==> src/rtl/bus_arb_pkg.sv <==
// Shared types and constants for the round-robin memory bus arbiter.
// Holds the state encoding, the watchdog error word and the index width helper.
package bus_arb_pkg;

  typedef enum logic [1:0] {
    IDLE    = 2'd0,
    BUSY    = 2'd1,
    RELEASE = 2'd2
  } arb_state_t;

  localparam logic [31:0] BUS_ERR_WORD = 32'hDEADBEEF;

  // Index width for n items; never below one bit so single-master builds still have a port
  function automatic int idx_width(input int n);
    return (n > 1) ? $clog2(n) : 1;
  endfunction

endpackage

==> src/rtl/bus_arbiter_rr_pick.sv <==
// Combinational round-robin picker: first asserted request at or above ptr,
// wrapping modulo N. Stands alone so it can be exercised in isolation.
module rr_pick
  import bus_arb_pkg::*;
#(
  parameter int N = 2,
  parameter int W = idx_width(N)
) (
  input  logic [N-1:0] req,
  input  logic [W-1:0] ptr,
  output logic [W-1:0] gnt,
  output logic         any
);

  int j;

  // Scan from the farthest candidate back to ptr so the nearest request wins
  always_comb begin
    gnt = '0;
    j   = 0;
    for (int k = N - 1; k >= 0; k--) begin
      j = int'(ptr) + k;
      if (j >= N) begin
        j = j - N;
      end else begin
        j = j;
      end
      if (req[j]) begin
        gnt = W'(j);
      end else begin
        gnt = gnt;
      end
    end
    any = |req;
  end

endmodule

==> src/rtl/bus_arbiter_rr.sv <==
// Round-robin arbiter putting several PicoRV32-style masters onto the shared SoC
// memory bus, with a watchdog that completes hung transfers with an error word.
module bus_arbiter_rr
  import bus_arb_pkg::*;
#(
  parameter int MASTER_CNT  = 2,
  parameter int TIMEOUT_CYC = 1023
) (
  input  logic                    clk48m,
  input  logic                    resetn,
  input  logic [32*MASTER_CNT-1:0] addr,
  input  logic [32*MASTER_CNT-1:0] wdata,
  input  logic [4*MASTER_CNT-1:0]  wen,
  input  logic [MASTER_CNT-1:0]    valid,
  output logic [MASTER_CNT-1:0]    ready,
  output logic [32*MASTER_CNT-1:0] rdata,
  output logic [31:0]              s_addr,
  output logic [31:0]              s_wdata,
  output logic [3:0]               s_wen,
  output logic                     s_valid,
  input  logic                     s_ready,
  input  logic [31:0]              s_rdata,
  output logic [31:0]              currmaster,
  output logic                     bus_timeout
);

  localparam int IW = idx_width(MASTER_CNT);
  localparam int CW = idx_width(TIMEOUT_CYC + 1);
  localparam logic [IW-1:0] LAST_IDX = IW'(MASTER_CNT - 1);
  localparam logic [CW-1:0] WD_TERM  = CW'(TIMEOUT_CYC - 1);

  arb_state_t    state;
  logic [IW-1:0] grant;
  logic [IW-1:0] rr_ptr;
  logic [IW-1:0] pick;
  logic [IW-1:0] next_ptr;
  logic [CW-1:0] wd_cnt;
  logic          pick_any;
  logic          busy;
  logic          gvalid;
  logic          wd_hit;
  logic          done;

  rr_pick #(
    .N(MASTER_CNT),
    .W(IW)
  ) u_pick (
    .req(valid),
    .ptr(rr_ptr),
    .gnt(pick),
    .any(pick_any)
  );

  // Transfer termination: slave completion beats the watchdog, which beats nothing
  always_comb begin
    busy     = (state == BUSY);
    gvalid   = valid[grant];
    wd_hit   = busy && gvalid && !s_ready && (wd_cnt == WD_TERM);
    done     = busy && (s_ready || wd_hit || !gvalid);
    next_ptr = (grant == LAST_IDX) ? '0 : grant + 1'b1;
  end

  // Slave-side mux and master-side completion, steered by the registered grant
  always_comb begin
    s_addr      = addr[32*int'(grant) +: 32];
    s_wdata     = wdata[32*int'(grant) +: 32];
    s_wen       = 4'b0000;
    s_valid     = 1'b0;
    ready       = '0;
    if (busy) begin
      s_wen        = wen[4*int'(grant) +: 4];
      s_valid      = gvalid && !wd_hit;
      ready[grant] = s_ready || wd_hit;
    end else begin
      s_wen   = 4'b0000;
      s_valid = 1'b0;
      ready   = '0;
    end
    rdata       = {MASTER_CNT{wd_hit ? BUS_ERR_WORD : s_rdata}};
    bus_timeout = wd_hit;
  end

  // Arbitration FSM, grant/pointer registers and watchdog counter
  always_ff @(posedge clk48m) begin
    if (!resetn) begin
      state      <= IDLE;
      grant      <= '0;
      rr_ptr     <= '0;
      currmaster <= 32'd0;
      wd_cnt     <= '0;
    end else begin
      case (state)
        IDLE: begin
          if (pick_any) begin
            grant      <= pick;
            currmaster <= 32'(pick);
            wd_cnt     <= '0;
            state      <= BUSY;
          end else begin
            state <= IDLE;
          end
        end
        BUSY: begin
          if (done) begin
            rr_ptr <= next_ptr;
            state  <= RELEASE;
          end else begin
            wd_cnt <= wd_cnt + 1'b1;
          end
        end
        // One dead cycle so the served master can drop valid before re-arbitration
        RELEASE: state <= IDLE;
        default: state <= IDLE;
      endcase
    end
  end

endmodule

==> config.mk <==
export PLATFORM = sky130hd
export DESIGN_NAME = bus_arbiter_rr
export DESIGN_NICKNAME = d
export VERILOG_FILES = /design/src/rtl/bus_arb_pkg.sv /design/src/rtl/bus_arbiter_rr_pick.sv /design/src/rtl/bus_arbiter_rr.sv
export SDC_FILE = /design/constraint.sdc
export NUM_CORES = 1
export LEC_CHECK = 0
export ABC_AREA = 1
export CAP_MARGIN = 20
export CORE_AREA = 8 8 128 130
export CTS_CLUSTER_SIZE = 28
export DETAILED_ROUTE_END_ITERATION = 6
export DIE_AREA = 0 0 136 138
export GPL_ROUTABILITY_DRIVEN = 0
export PLACE_DENSITY = 0.67
export RECOVER_POWER = 50
export SLEW_MARGIN = 15
export SYNTH_ARGS = -nofsm -noshare
export SYNTH_HDL_FRONTEND = slang
export SYNTH_HIERARCHICAL = 1
export SYNTH_SLANG_ARGS = --single-unit
==> constraint.sdc <==
create_clock -name clk48m -period 1.85 [get_ports clk48m]
set_clock_uncertainty 0.2 [all_clocks]
set_input_delay 0.2775 -clock clk48m [delete_from_list [all_inputs] [get_ports clk48m]]
set_output_delay 0.2775 -clock clk48m [all_outputs]
set_load 0.02 [all_outputs]
==> results of run 1 <==
==> state kept, by name, indices dropped and copies added (netlist names) <==
register,count
rr_ptr,1
grant,1
wd_cnt,10
state,2
==> cells in the mapped netlist <==
master / instances / area (µm²)
nor2_1: 34 / 128
nand2_1: 240 / 901
o21ai_0: 3 / 15.0
inv_2: 1 / 3.75
ha_1: 2 / 25.0
or2_2: 23 / 144
buf_4: 65 / 488
nand3_1: 8 / 40.0
nand2_4: 1 / 11.3
inv_4: 1 / 6.26
o21bai_1: 1 / 7.51
nor3_1: 1 / 5.00
nand3_2: 1 / 10.0
buf_2: 4 / 20.0
or2_1: 2 / 12.5
nand2_2: 1 / 6.26
nor2_4: 1 / 11.3
buf_1: 1 / 3.75
nor2_2: 2 / 12.5
conb_1: 1 / 3.75
nand3_4: 1 / 17.5
dfxtp_1: 14 / 280
a21oi_1: 13 / 65.1
a21oi_4: 1 / 16.3
nor3b_1: 1 / 7.51
clkbuf_1: 13 / 48.8
nand4_1: 2 / 12.5
o21ai_1: 2 / 10.0
buf_6: 2 / 22.5
inv_1: 23 / 86.3
==> worst min-delay path by stage <==
stage                          end  cells past startpoint  slack (ns)                start
2_1_floorplan  rr_ptr$_SDFFE_PN0P_                      2        0.24  rr_ptr$_SDFFE_PN0P_
3_3_place_gp   rr_ptr$_SDFFE_PN0P_                      2        0.26  rr_ptr$_SDFFE_PN0P_
3_5_place_dp   rr_ptr$_SDFFE_PN0P_                      2        0.26  rr_ptr$_SDFFE_PN0P_
4_1_cts        rr_ptr$_SDFFE_PN0P_                      2        0.27  rr_ptr$_SDFFE_PN0P_
5_1_grt        rr_ptr$_SDFFE_PN0P_                      2        0.29  rr_ptr$_SDFFE_PN0P_
6_report       rr_ptr$_SDFFE_PN0P_                      2        0.26  rr_ptr$_SDFFE_PN0P_
==> layout make-up <==
cell class / count / area [µm²]
Sequential cell: 14 / 284
Inverter: 25 / 104
Timing Repair Buffer: 380 / 4000
Clock buffer: 4 / 88.8
Tap cell: 184 / 230
Multi-Input combinational cell: 371 / 1880
Fill cell: 1431 / 7730
==> power by group <==
part           internal, mW  switching [mW]
registers             0.327          0.0168
logic                  1.18            1.13
clock network         0.328           0.130
==> kinds of logic after synthesis <==
logic type                 count (synthesis)  share of synthesized area (%)
DFF                                       14                           11.6
AOI/OAI and AO/OA                         20                           4.70
buffers and inverters                    110                           28.1
adders and majority gates                  2                           1.03
other                                      1                          0.155
and+or+nand+nor                          318                           54.5
==> stage by stage <==
step | TNS, ns | util [%] | std cells
floorplan | -0.404 | - | 495
global placement | -72.42 | 39.8 | 940
detailed placement | -73.48 | 39.8 | 940
CTS | -26.37 | 42.5 | 963
global route | -27.51 | 46.0 | 978
finish | -20.87 | 46.0 | 978
==> layout by cell type (no fill, tap or decap), types with 12 or more instances in the layout <==
master / n
nand2_2: 32
conb_1: 31
buf_2: 12
inv_1: 21
clkbuf_2: 12
nor2_1: 23
nand2_1: 199
clkdlybuf4s50_1: 169
or2_4: 23
buf_6: 113
buf_4: 44
==> worst max-delay path, stage by stage, from the launching register on <==
cell and delay (ns):
dfxtp_2 0.32, inv_2 0.06, ha_4 0.13, nand2_2 0.05
nor2_2 0.09, nand4_1 0.17, inv_4 0.16, buf_12 0.13
buf_12 0.13, buf_6 0.11, nor2_4 0.04, buf_6 0.13
==> layer usage <==
layer | part of all wire [%] | track usage, % | vias up
li1 | - | - | 1961
met1 | 35 | 16.7 | 1737
met2 | 55 | 30.7 | 183
met3 | 8.1 | 2.61 | 14
met4 | 1.4 | 3.07 | 0
met5 | 0 | 0 | -
==> what timing repair did <==
action / 4_1_cts / 5_1_grt
buffers inserted: 13 / 14
cloned: 7 / 5
endpoints found under the setup margin: 140 / 127
gates resized for setup: 685 / 189
pin swaps: 5 / 36
==> impl_metrics.csv, run 1 <==
group,metric,value,unit
grt,grt_max_degree,27,
critical_path,r2r-end,"wd_cnt[9]$_SDFFE_PN0P_",
placement,post-dp-hpwl,12900,µm
grt,grt_usage,15.6,%
grt,antenna_found_initial,0,
pwr,power,3.11,mW
final_layout,fin_area,6580,µm²
sta,hold_viol,0,
critical_path,reg2regPathDepth,12,
critical_path,cp_data_required_time,1.37,ns
critical_path,crit_fanout,7,
floorplanning,die_h,138,µm
logic_synthesis,syn-cell-area,2420,µm²
clock_network,insertion_delay,0.24,ns
floorplanning,floorplan.initialDensity,16.9,%
sta,grt_setup_unrepaired,"yes",
run,drv_cap,0,
grt,grt_pass1_vias,3674,
sta,timing.final.crit_share,120,%
run_status,violations,"negative setup slack",
logic_synthesis,ys.warnings.count,6,
placement,portBuffers,309,
routing,vias,3895,
logic_synthesis,avgSynthCellArea,5.21,µm²
sta,drv_slew,0,
routing,wl,16900,µm
placement,dpl_cell_area,5700,µm²
routing,drc,0,
floorplanning,io_pins,341,
final_layout,layout.nets,970,
critical_path,startpoint_type,"flip-flop",
critical_path,rrSetupSlack,0,ns
pwr,vdd_drop_max,0.452,mV
clock_network,cts.path.max_buffers,2,
sta,setup_violations,88,
critical_path,worstSetupStartpoint,"wd_cnt[0]$_SDFFE_PN0P_",
logic_synthesis,yosysSeqAreaShare,11.6,%
clock_network,ctsHtreeMaxLevel,1,
grt,grt_pass1_wl,22800,µm
critical_path,crit_type,"reg2out",
final_layout,drive_gt1_share,38.5,%
critical_path,reg2reg_from,"wd_cnt[0]$_SDFFE_PN0P_",
clock_network,clk_pin_slew,0.05,ns
logic_synthesis,synthCells,465,
routing,viasPerCell,3.98,
critical_path,cp-end-kind,"primary output",
sta,hold_slack,0.263,ns
routing,ant_nets,0,
sta,max_freq,0.449,GHz
hold_path,hp-class,"reg2reg",
sta,worst_slack,-0.378,ns
clock_network,cts_num_sinks,14,
floorplanning,die_w,136,µm
clock_network,postCtsHoldBufs,0,
clock_network,cts-buffers-inserted,3,
floorplanning,die-area,18800,µm²
logic_synthesis,ys_types,30,
floorplanning,rows,44,
critical_path,arrival,1.75,ns
clock_network,clockRootBuffer,"clkbuf_16",
run_status,status,"finished with violations",
logic_synthesis,ys_ff_latch,14,
sta,period_needed,2.23,ns
routing,wl_per_cell,17.3,µm
routing,drt_iter0_markers,106,
placement,pre_cts_ws,-0.846,ns
final_layout,syn2layout_area_growth,172,%
clock_network,cts_tree,"done",
floorplanning,core_area,14300,µm²
grt,grt_overflow,0,
pwr,p_leak,3.26,nW
routing,dr.pass1.iters,4,
final_layout,diodes,0,
pwr,cellPowerDensity,473,nW/µm²
critical_path,crit_path_end,"rdata[20]",
Note: power is estimated with default switching activity, not from simulation.
==> run 2: changes to the inputs <==
--- a/config.mk
+++ b/config.mk
@@ -7,12 +7,13 @@
 export LEC_CHECK = 0
 export ABC_AREA = 1
 export CAP_MARGIN = 20
-export CORE_AREA = 8 8 128 130
+export CORE_AREA = 8 8 125 127
+export CTS_BUF_LIST = sky130_fd_sc_hd__clkbuf_2
 export CTS_CLUSTER_SIZE = 28
 export DETAILED_ROUTE_END_ITERATION = 6
-export DIE_AREA = 0 0 136 138
+export DIE_AREA = 0 0 133 135
 export GPL_ROUTABILITY_DRIVEN = 0
-export PLACE_DENSITY = 0.67
+export PLACE_DENSITY = 0.69
 export RECOVER_POWER = 50
 export SLEW_MARGIN = 15
 export SYNTH_ARGS = -nofsm -noshare
==> run 2 against run 1 <==
  * The run still ends with negative setup slack left
  * Register-to-register slack better by 0.04 ns
  * First-iteration DRC count is 33% lower
  * Setup slack worse by 0.030 ns
  * Clock power is 66% lower
  * Combinational power is 13% higher
  * Final cell count is 0.51% lower
  * Total power is 0.28% lower
  * Critical path depth is 1 lower
  * Critical endpoint is now rdata[62]
  * Largest cell class unchanged
  * Largest power group unchanged
==> impl_metrics.csv, run 2 (same netlist as run 1, synthesis figures left out) <==
group,metric,value,unit
critical_path,crit_buf_inv,5,
final_layout,seq_area,284,µm²
pwr,switching_share,45.4,%
clock_network,insertion_delay,0.28,ns
final_layout,fin_util,51.6,%
critical_path,reg2reg_from,"wd_cnt[0]$_SDFFE_PN0P_",
final_layout,largest_registers,"wd_cnt (10), state (2)",
sta,hold_viol,0,
pwr,pwr-share-comb,84.0,%
routing,viasPerCell,4.08,
floorplanning,floorplan.initialDensity,17.8,%
sta,max_freq,0.443,GHz
grt,grt_usage,15.9,%
run_status,violations,"negative setup slack",
floorplanning,rows,43,
grt,antenna_found_initial,0,
clock_network,cts_tree,"done",
sta,drv_slew,0,
placement,portBuffers,309,
run_status,status,"finished with violations",
sta,worst_slack,-0.408,ns
sta,grt_setup_unrepaired,"yes",
sta,timing.final.crit_share,122,%
clock_network,clockRootBuffer,"clkbuf_2",
clock_network,cts_num_sinks,14,
floorplanning,die_w,133,µm
final_layout,diodes,0,
placement,placed_cells,939,
grt,grt_overflow,0,
routing,wl,17200,µm
sta,setup_violations,122,
final_layout,syn2layout_area_growth,190,%
critical_path,critPathTopFamily,"buffers and inverters",
pwr,intPower,1.70,mW
routing,drt_iter0_markers,71,
placement,post-dp-hpwl,12400,µm
final_layout,finalNonFillerCells,973,
grt,grt_pass1_vias,3672,
pwr,p_leak,3.60,nW
final_layout,regMostFlops,"wd_cnt",
hold_path,hp-class,"reg2reg",
sta,period_needed,2.26,ns
run,drv_cap,0,
pwr,vdd_drop_max,0.331,mV
critical_path,reg2regPathDepth,13,
final_layout,largest_reg_flops,10,
sta,fin_setup_tns,-26.18,ns
sta,hold_slack,0.281,ns
critical_path,path_depth,10,
floorplanning,die-area,18000,µm²
final_layout,drive_gt1_share,49.4,%
floorplanning,io_pins,341,
critical_path,crit_path_top_delay_cell,"dfxtp_2",
critical_path,startpoint_type,"flip-flop",
grt,grt_pass1_wl,22700,µm
floorplanning,core_area,13600,µm²
critical_path,crit_chain,"inv_2, ha_4, nand2_4, nor2_4, nand4_1, inv_2, buf_12, buf_4, or2_4, buf_6",
critical_path,crit_fanout,10,
final_layout,multi_input_area,2350,µm²
pwr,cellPowerDensity,442,nW/µm²
clock_network,clk_pin_slew,0.15,ns
critical_path,cp_data_required_time,1.37,ns
clock_network,ctsHtreeMaxLevel,1,
pwr,pwr-share-seq,11.0,%
routing,vias,3969,
critical_path,rrSetupSlack,0.04,ns
clock_network,cts-buffers-inserted,3,
critical_path,r2r-end,"wd_cnt[4]$_SDFFE_PN0P_",
final_layout,n_fill_cell,1262,
floorplanning,die_h,135,µm
critical_path,arrival,1.78,ns
final_layout,layout_common_cells,"clkdlybuf4s50_1 (170), buf_6 (131), nand2_1 (114)",
routing,ant_nets,0,
clock_network,cts.path.max_buffers,2,
critical_path,crit_top_cell,"inv_2",
pwr,power,3.10,mW
routing,drc,0,
critical_path,critPathMaxStageDelay,0.36,ns
routing,dr.pass1.iters,4,
critical_path,crit_path_end,"rdata[62]",
routing,wl_per_cell,17.7,µm
final_layout,final_common_cell,"clkdlybuf4s50_1",
critical_path,cp-end-kind,"primary output",
final_layout,layout.nets,969,
pwr,p_switching,1.41,mW
critical_path,crit_type,"reg2out",
critical_path,worstSetupStartpoint,"wd_cnt[0]$_SDFFE_PN0P_",
pwr,p_clk_share,5.0,%
grt,grt_max_degree,21,
run 2: cell count changes in the layout (fill, tap and decap cells not counted), sizes merged:
| cell | before | now |
|---|---|---|
| clkbuf | 23 | 10 |
| clkdlybuf4s50 | 169 | 170 |
| dlygate4sd2 | 3 | 2 |
| dlymetal6s2s | 1 | 0 |
| clkinv | 0 | 1 |
| buf | 188 | 200 |
run 2: cell type report:
class	instances	area share (%)
clock inverters	1	0.0534
inverters	25	1.41
repair buffers	379	57.6
flip-flops and latches	14	4.04
clock buffers	3	0.214
multi-input cells	371	33.5
well taps	180	3.21
run 2: what timing repair did:
| action | 4_1_cts | 5_1_grt |
|---|---|---|
| buffers inserted | 16 | 6 |
| hold buffers | 0 | 0 |
| endpoints found under the setup margin | 137 | 138 |
| gates cloned | 6 | 5 |
| gates resized for setup | 737 | 278 |
| pin swaps | 9 | 65 |
run 2: worst min path at each step:
stage	startpoint	to	slack [ns]	cells after the start
after floorplan	rr_ptr$_SDFFE_PN0P_	rr_ptr$_SDFFE_PN0P_	0.24	2
after global placement	rr_ptr$_SDFFE_PN0P_	rr_ptr$_SDFFE_PN0P_	0.25	2
after detailed placement	rr_ptr$_SDFFE_PN0P_	rr_ptr$_SDFFE_PN0P_	0.25	2
after CTS	rr_ptr$_SDFFE_PN0P_	rr_ptr$_SDFFE_PN0P_	0.27	2
after global routing	rr_ptr$_SDFFE_PN0P_	rr_ptr$_SDFFE_PN0P_	0.33	2
final	rr_ptr$_SDFFE_PN0P_	rr_ptr$_SDFFE_PN0P_	0.28	2
run 2: power by group through the flow:
stage | registers [mW] | logic (mW) | clock network [mW]
5_1_grt | 0.346 | 2.75 | 0.170
4_1_cts | 0.342 | 2.10 | 0.154
6_report | 0.342 | 2.61 | 0.154
2_1_floorplan | 0.345 | 0.969 | 0
3_3_place_gp | 0.346 | 1.98 | 0
3_5_place_dp | 0.347 | 1.99 | 0
run 2: metal layers:
metal,up-vias,GRT usage [%],share of wire [%]
met5,-,0,0
met2,154,31.2,57
met3,10,2.60,4.8
met1,1844,18.1,38
met4,0,1.70,0.75
li1,1961,-,-
run 2: worst min-delay path, stage by stage (launching register included):
cell and delay (ns):
dfxtp_1 0.34, nand2_1 0.07, a21oi_2 0.05
run 2: through the flow:
step | setup slack, ns | instance area, µm²
floorplan | -0.0310 | 2650
global placement | -0.830 | 5710
detailed placement | -0.834 | 5710
CTS | -0.441 | 6000
global route | -0.494 | 7030
finish | -0.408 | 7030
==> patch 1: new RTL, config.mk and constraints of run 1 <==
Make the reset (`resetn`) asynchronous in one clocked block.
--- a/src/rtl/bus_arbiter_rr.sv
+++ b/src/rtl/bus_arbiter_rr.sv
@@ -82,5 +82,5 @@
 
   // Arbitration FSM, grant/pointer registers and watchdog counter
-  always_ff @(posedge clk48m) begin
+  always_ff @(posedge clk48m or negedge resetn) begin
     if (!resetn) begin
       state      <= IDLE;
Function: differs if resetn is asserted again (counterexample within 4 cycles, from zero or initial values and one cycle with resetn low); with resetn held inactive, the same outputs for 4 cycles.
==> patch 1 against run 1 <==
  * Final area is 5.1% lower
  * Count of clock-buffer cells in the layout is the same
  * Worst setup slack lost 0.071 ns
  * First-iteration DRC count is 45% lower
  * Register-to-register slack improved by 0.05 ns
  * Sequential cell count unchanged
  * Critical path depth is 5 lower
  * The flow still finishes with violations (setup timing)
  * Routed wire length decreased by 14%
  * Utilization is 2.4 points lower
  * Area after synthesis up 3.8%
  * Critical endpoint is now rdata[45]
Power is not compared: it rests on default switching activity, and its combinational part moved more than twofold at a synthesized area within 25%.
==> patch 1: results (changes against run 1) <==
| Metric | Value |
|---|---|
| Status | finished with violations |
| Violated checks | setup timing |
| DRT Pass-1 Iters | 6 (+2) |
| DRC violations left | 0 (unchanged) |
| Largest net degree at the start of global routing | 53 (+96%) |
| First-pass GRT wire length | 20.8 mm (-8.7%) |
| Pleak | 3.18 nW |
| Vias after detailed routing | 3,767 (-3.3%) |
| FFs w/ async S/R, synth | 100% (+100 points) |
| DP Area | 5770 um^2 (+1.1%) |
| Worst path arrival time | 1.82 ns (+0.07 ns) |
| Buffers on Ports | 309 (unchanged) |
| Inserted Clock Buffers | 3 (unchanged) |
| Internal power | 3.01 mW |
| Clk buf depth | 2 (unchanged) |
| Biggest regs | wd_cnt: 10 flops, state: 2 flops |
| Worst min path class | flop to flop |
| Synth top area cells | nand2_1 36%, buf_4 19%, dfrtp_1 14% |
| H-tree depth | 1 (unchanged) |
| Via density | 3.90 (-2.1%) |
| Hold depth | 2 (unchanged) |
| HPWL Detailed | 11.9 mm (-7.1%) |
| N_diodes | 0 (unchanged) |
| Worst VDD drop | 0.527 mV |
| Initial antenna violation count | 0 (unchanged) |
| Flop2flop setup slack | 0.05 ns (+0.05 ns) |
| Ys flop type | dfrtp_1 |
| Synth warnings | 6 (unchanged) |
| Post-synthesis sequential area ratio | 13.9% (+2.4 points) |
| Biggest register | wd_cnt |
| Total negative slack | -28.35 ns (-7.48 ns) |
| Clk Latency, worst-skew pair | 0.25 ns |
| Detailed-route wire length per cell | 15.0 um (-13%) |
| CP Max Fanout | 11 (+4) |
| WHS Endpoint | rr_ptr |
| HP Start | rr_ptr |
| Initial DRC count | 58 (-45%) |
| Worst reg2reg path endpoint | rr_ptr |
| Share of layout cells above drive strength 1 | 33.9% (-4.7 points) |
| Most frequent cells after synthesis | 244 x nand2_1, 64 x buf_4, 26 x inv_1, 23 x nor2_1, 20 x or2_2 |
| Slowest CP cell | dfrtp_2 |
| Worst reg-to-reg path cell count | 12 (unchanged) |
| FF-to-FF Start | wd_cnt[0] |
| Relative slew slack | 45.1% |
| Pre-CTS setup slack | -0.826 ns (+0.0199 ns) |
| Avg Inst Size Synth | 5.43 um^2 (+4.3%) |
| Number of library cell types mapped by synthesis | 27 (-10%) |
| Fin nets | 958 (-1.2%) |
| CP max stage delay | 0.43 ns (+0.11 ns) |
| Clock Tree Root | clkbuf_16 |
| Finish-stage setup viols | 107 (+22%) |
| Clk slew on worst S/H paths | 0.05 ns (about the same) |
| Setup ws final | -0.449 ns (-0.0712 ns) |
| Total track usage | 14.0% (-1.6 points) |
| FILL cells | 1,494 (+4.4%) |
| Placed instance count | 940 (unchanged) |
| Fin Hold WS | 0.282 ns (+0.0193 ns) |
patch 1: changes by cell type after synthesis, sizes merged:
cell,change
a21oi,-8
buf,+1
dfrtp,+14
dfxtp,-14
inv,+2
nand2,+4
nand3,+7
nor2,-10
nor3,+1
o211ai,+1
o21ai,-1
o21bai,-1
or2,+1
xnor2,+1
patch 1: final cells by class:
| class | instances | area [um^2] | share of cell area, % |
|---|---|---|---|
| sequential | 14 | 352 | 5.63 |
| multi-input combinational | 366 | 1790 | 28.6 |
| clock buffer | 4 | 78.8 | 1.26 |
| tap | 184 | 230 | 3.69 |
| inverter | 27 | 109 | 1.74 |
| timing repair buffer | 371 | 3690 | 59.1 |
patch 1: worst max-delay path, delay by kind of cell, from the launching register on:
kind,cells,cell delay [ns]
buffers and inverters,3,0.45
flip-flops,1,0.43
AO/OA/AOI/OAI,1,0.35
AND/OR/NAND/NOR,2,0.34
patch 1: how the worst max path moves through the flow:
stage	startpoint	cells after the start	end
after CTS	wd_cnt[0]	11	ready[0]
after global routing	wd_cnt[0]	12	rdata[52]
after floorplan	wd_cnt[0]	9	rdata[62]
final	grant	6	rdata[45]
after global placement	s_ready	9	rdata[30]
after detailed placement	valid[1]	9	rdata[63]
patch 1: layer usage:
layer  GRT usage, %  routed length [um]
met5              0                   0
met3           6.01                1870
met4           2.26                  88
met1           13.6                4910
met2           26.6                7640
patch 1: logic make-up (layout without fill, tap and decap cells):
group / after synthesis / after routing / synth area share [%]
simple gates: 321 / 321 / 54.0
buf+inv: 113 / 402 / 28.3
flops: 14 / 14 / 13.9
compound gates: 11 / 11 / 2.29
fa+ha+maj: 2 / 2 / 0.995
other cells: 1 / 31 / 0.149
xor+xnor: 1 / 1 / 0.348
patch 1: power groups by stage:
stage / clock (mW) / sequential, mW / combinational, mW
after CTS: 0.437 / 0.411 / 5.04
after global placement: 0 / 0.409 / 4.94
after detailed placement: 0 / 0.410 / 4.93
after floorplan: 0 / 0.402 / 2.49
after global routing: 0.452 / 0.415 / 5.69
final: 0.427 / 0.409 / 5.23
patch 1: timing repair:
action / CTS / global route
pin swaps: 3 / 16
gates resized for setup: 689 / 109
setup buffers: 24 / 4
setup endpoints to repair: 137 / 149
cloned: 2 / 3
hold buffers: 0 / 0
==> patch 2: new RTL, flow settings as in run 1 <==
Made on the original files. The parameter `TIMEOUT_CYC` goes from 1023 to 2046.
--- a/src/rtl/bus_arbiter_rr.sv
+++ b/src/rtl/bus_arbiter_rr.sv
@@ -5,5 +5,5 @@
 #(
   parameter int MASTER_CNT  = 2,
-  parameter int TIMEOUT_CYC = 1023
+  parameter int TIMEOUT_CYC = 2046
 ) (
   input  logic                    clk48m,
Function: same outputs for any inputs over 4 cycles, from zero or initial values and one cycle with resetn low; that may be too few to reach the edited logic, so the function may still have changed.
==> patch 2 against run 1 <==
  * The run still ends with setup timing left
  * Sequential cell count grew 1
  * Power is 0.34% higher
  * Via count up 3.3%
  * Routed wire length is 0.97% lower
  * Largest power group unchanged
  * Area after synthesis is 2.8% higher
  * Worst setup slack lost 0.031 ns
  * Utilization grew 1.4 points
  * Maximum frequency decreased by 1.4%
  * Register-to-register slack lost 0.04 ns
  * Critical path type unchanged
  * Final area increased by 3.0%
==> patch 2: results (changes against run 1) <==
| Metric | Value |
|---|---|
| Setup ws final | -0.409 ns (-0.0313 ns) |
| Synth top area cells | nand2_1 36%, buf_4 20%, dfxtp_1 12% |
| Status | finished with violations |
| Most frequent cells after synthesis | 237 x nand2_1, 65 x buf_4, 30 x nor2_1, 27 x inv_1, 24 x or2_2 |
| Synth Area in Compound Gates | 5.03% (+0.32 points) |
| Flop2flop setup slack | -0.04 ns (-0.04 ns) |
| Avg Inst Size Synth | 5.29 um^2 (+1.7%) |
| FF-to-FF Start | wd_cnt[1] |
| Worst reg-to-reg path cell count | 13 (+1) |
| Post-Synth Adder-Cell Area | 1.01% (-0.028 points) |
| Fin nets | 983 (+1.3%) |
| Placed instance count | 957 (+1.8%) |
| Worst VDD drop | 0.311 mV (-31%) |
| Initial DRC count | 126 (+19%) |
| Non-filler cells, final | 991 (+1.3%) |
| Post-synthesis sequential area ratio | 12.1% (+0.49 points) |
| HPWL Detailed | 12.5 mm (-2.7%) |
| Biggest regs | wd_cnt: 11 flops, state: 2 flops |
| Violated checks | setup timing |
| Via density | 4.06 (+2.0%) |
| Largest net degree at the start of global routing | 44 (+63%) |
| Finish-stage setup viols | 127 (+44%) |
| Detailed-route wire length per cell | 16.9 um (-2.3%) |
| Vias in the first global route | 3,720 (+1.3%) |
| Share of layout cells above drive strength 1 | 42.5% (+4.0 points) |
| Min cycle time layout | 2.26 ns (+0.0313 ns) |
| Total track usage | 13.5% (-2.1 points) |
| Number of library cell types mapped by synthesis | 28 (-6.7%) |
| Worst reg2reg path endpoint | rr_ptr |
| Fin Hold WS | 0.267 ns (+0.00469 ns) |
[patch 2: cell count changes in the layout (fill, tap and decap cells not counted), moves of 9 or more]
cell / delta
nand2_1: -35
nand2_2: +21
nand2_4: +14
buf_6: -10
buf_4: +9
dlymetal6s2s_1: +9
or2_2: +9
or2_4: -9
[patch 2: how the worst max path moves through the flow]
| stage | cells past startpoint | endpoint | startpoint |
|---|---|---|---|
| 2_1_floorplan | 9 | rdata[35] | wd_cnt[1] |
| 5_1_grt | 9 | rdata[61] | wd_cnt[5] |
| 3_5_place_dp | 8 | rdata[55] | valid[1] |
| 4_1_cts | 9 | rdata[52] | valid[1] |
| 6_report | 11 | rdata[4] | wd_cnt[1] |
| 3_3_place_gp | 8 | rdata[55] | valid[1] |
[patch 2: final cells by class]
cell class,instances,area [um^2]
fillers,1423,7530
repair buffers,385,3980
multi-input cells,374,2070
flip-flops and latches,15,307
well taps,184,230
inverters,29,116
clock buffers,4,78.8
[patch 2: worst register-to-register path, delay by kind of cell (launching register included)]
| kind | cells | cell delay [ns] |
|---|---|---|
| AOI/OAI and AO/OA | 1 | 0.06 |
| adders and majority gates | 1 | 0.11 |
| buffers and inverters | 5 | 0.61 |
| DFF | 1 | 0.32 |
| and+or+nand+nor | 6 | 0.51 |
[patch 2: repair_timing]
item                                    4_1_cts  5_1_grt
gates resized for setup                     324      533
pin swaps                                     0       43
endpoints found under the setup margin      139      147
gates cloned                                  0       12
setup buffers                                 0       20
[patch 2: routing by layer]
layer  GRT usage [%]  vias up  share of wire (%)
li1                -     2001                  -
met1            13.5     1783                 34
met2            25.8      232                 54
met3            5.76        8                 11
met4            1.74        0               0.93
met5               0        -                  0
[patch 2: cells by family after synthesis]
family,Yosys count
AO/OA/AOI/OAI,23
other,1
buffers and inverters,112
adder cells (fa/ha/maj),2
AND/OR/NAND/NOR,317
flip-flops,15
[patch 2: report_power, final]
| part | internal (mW) | switching [mW] |
|---|---|---|
| clock | 0.292 | 0.130 |
| sequential | 0.338 | 0.0132 |
| combinational | 1.20 | 1.15 |
[patch 2: through the flow]
stage,area (um^2),worst slack (ns),setup TNS (ns)
detailed placement,5760,-0.776,-64.81
global route,6780,-0.501,-41.04
floorplan,2640,-0.0828,-2.19
finish,6780,-0.409,-30.69
CTS,5820,-0.484,-38.00
global placement,5760,-0.756,-63.06
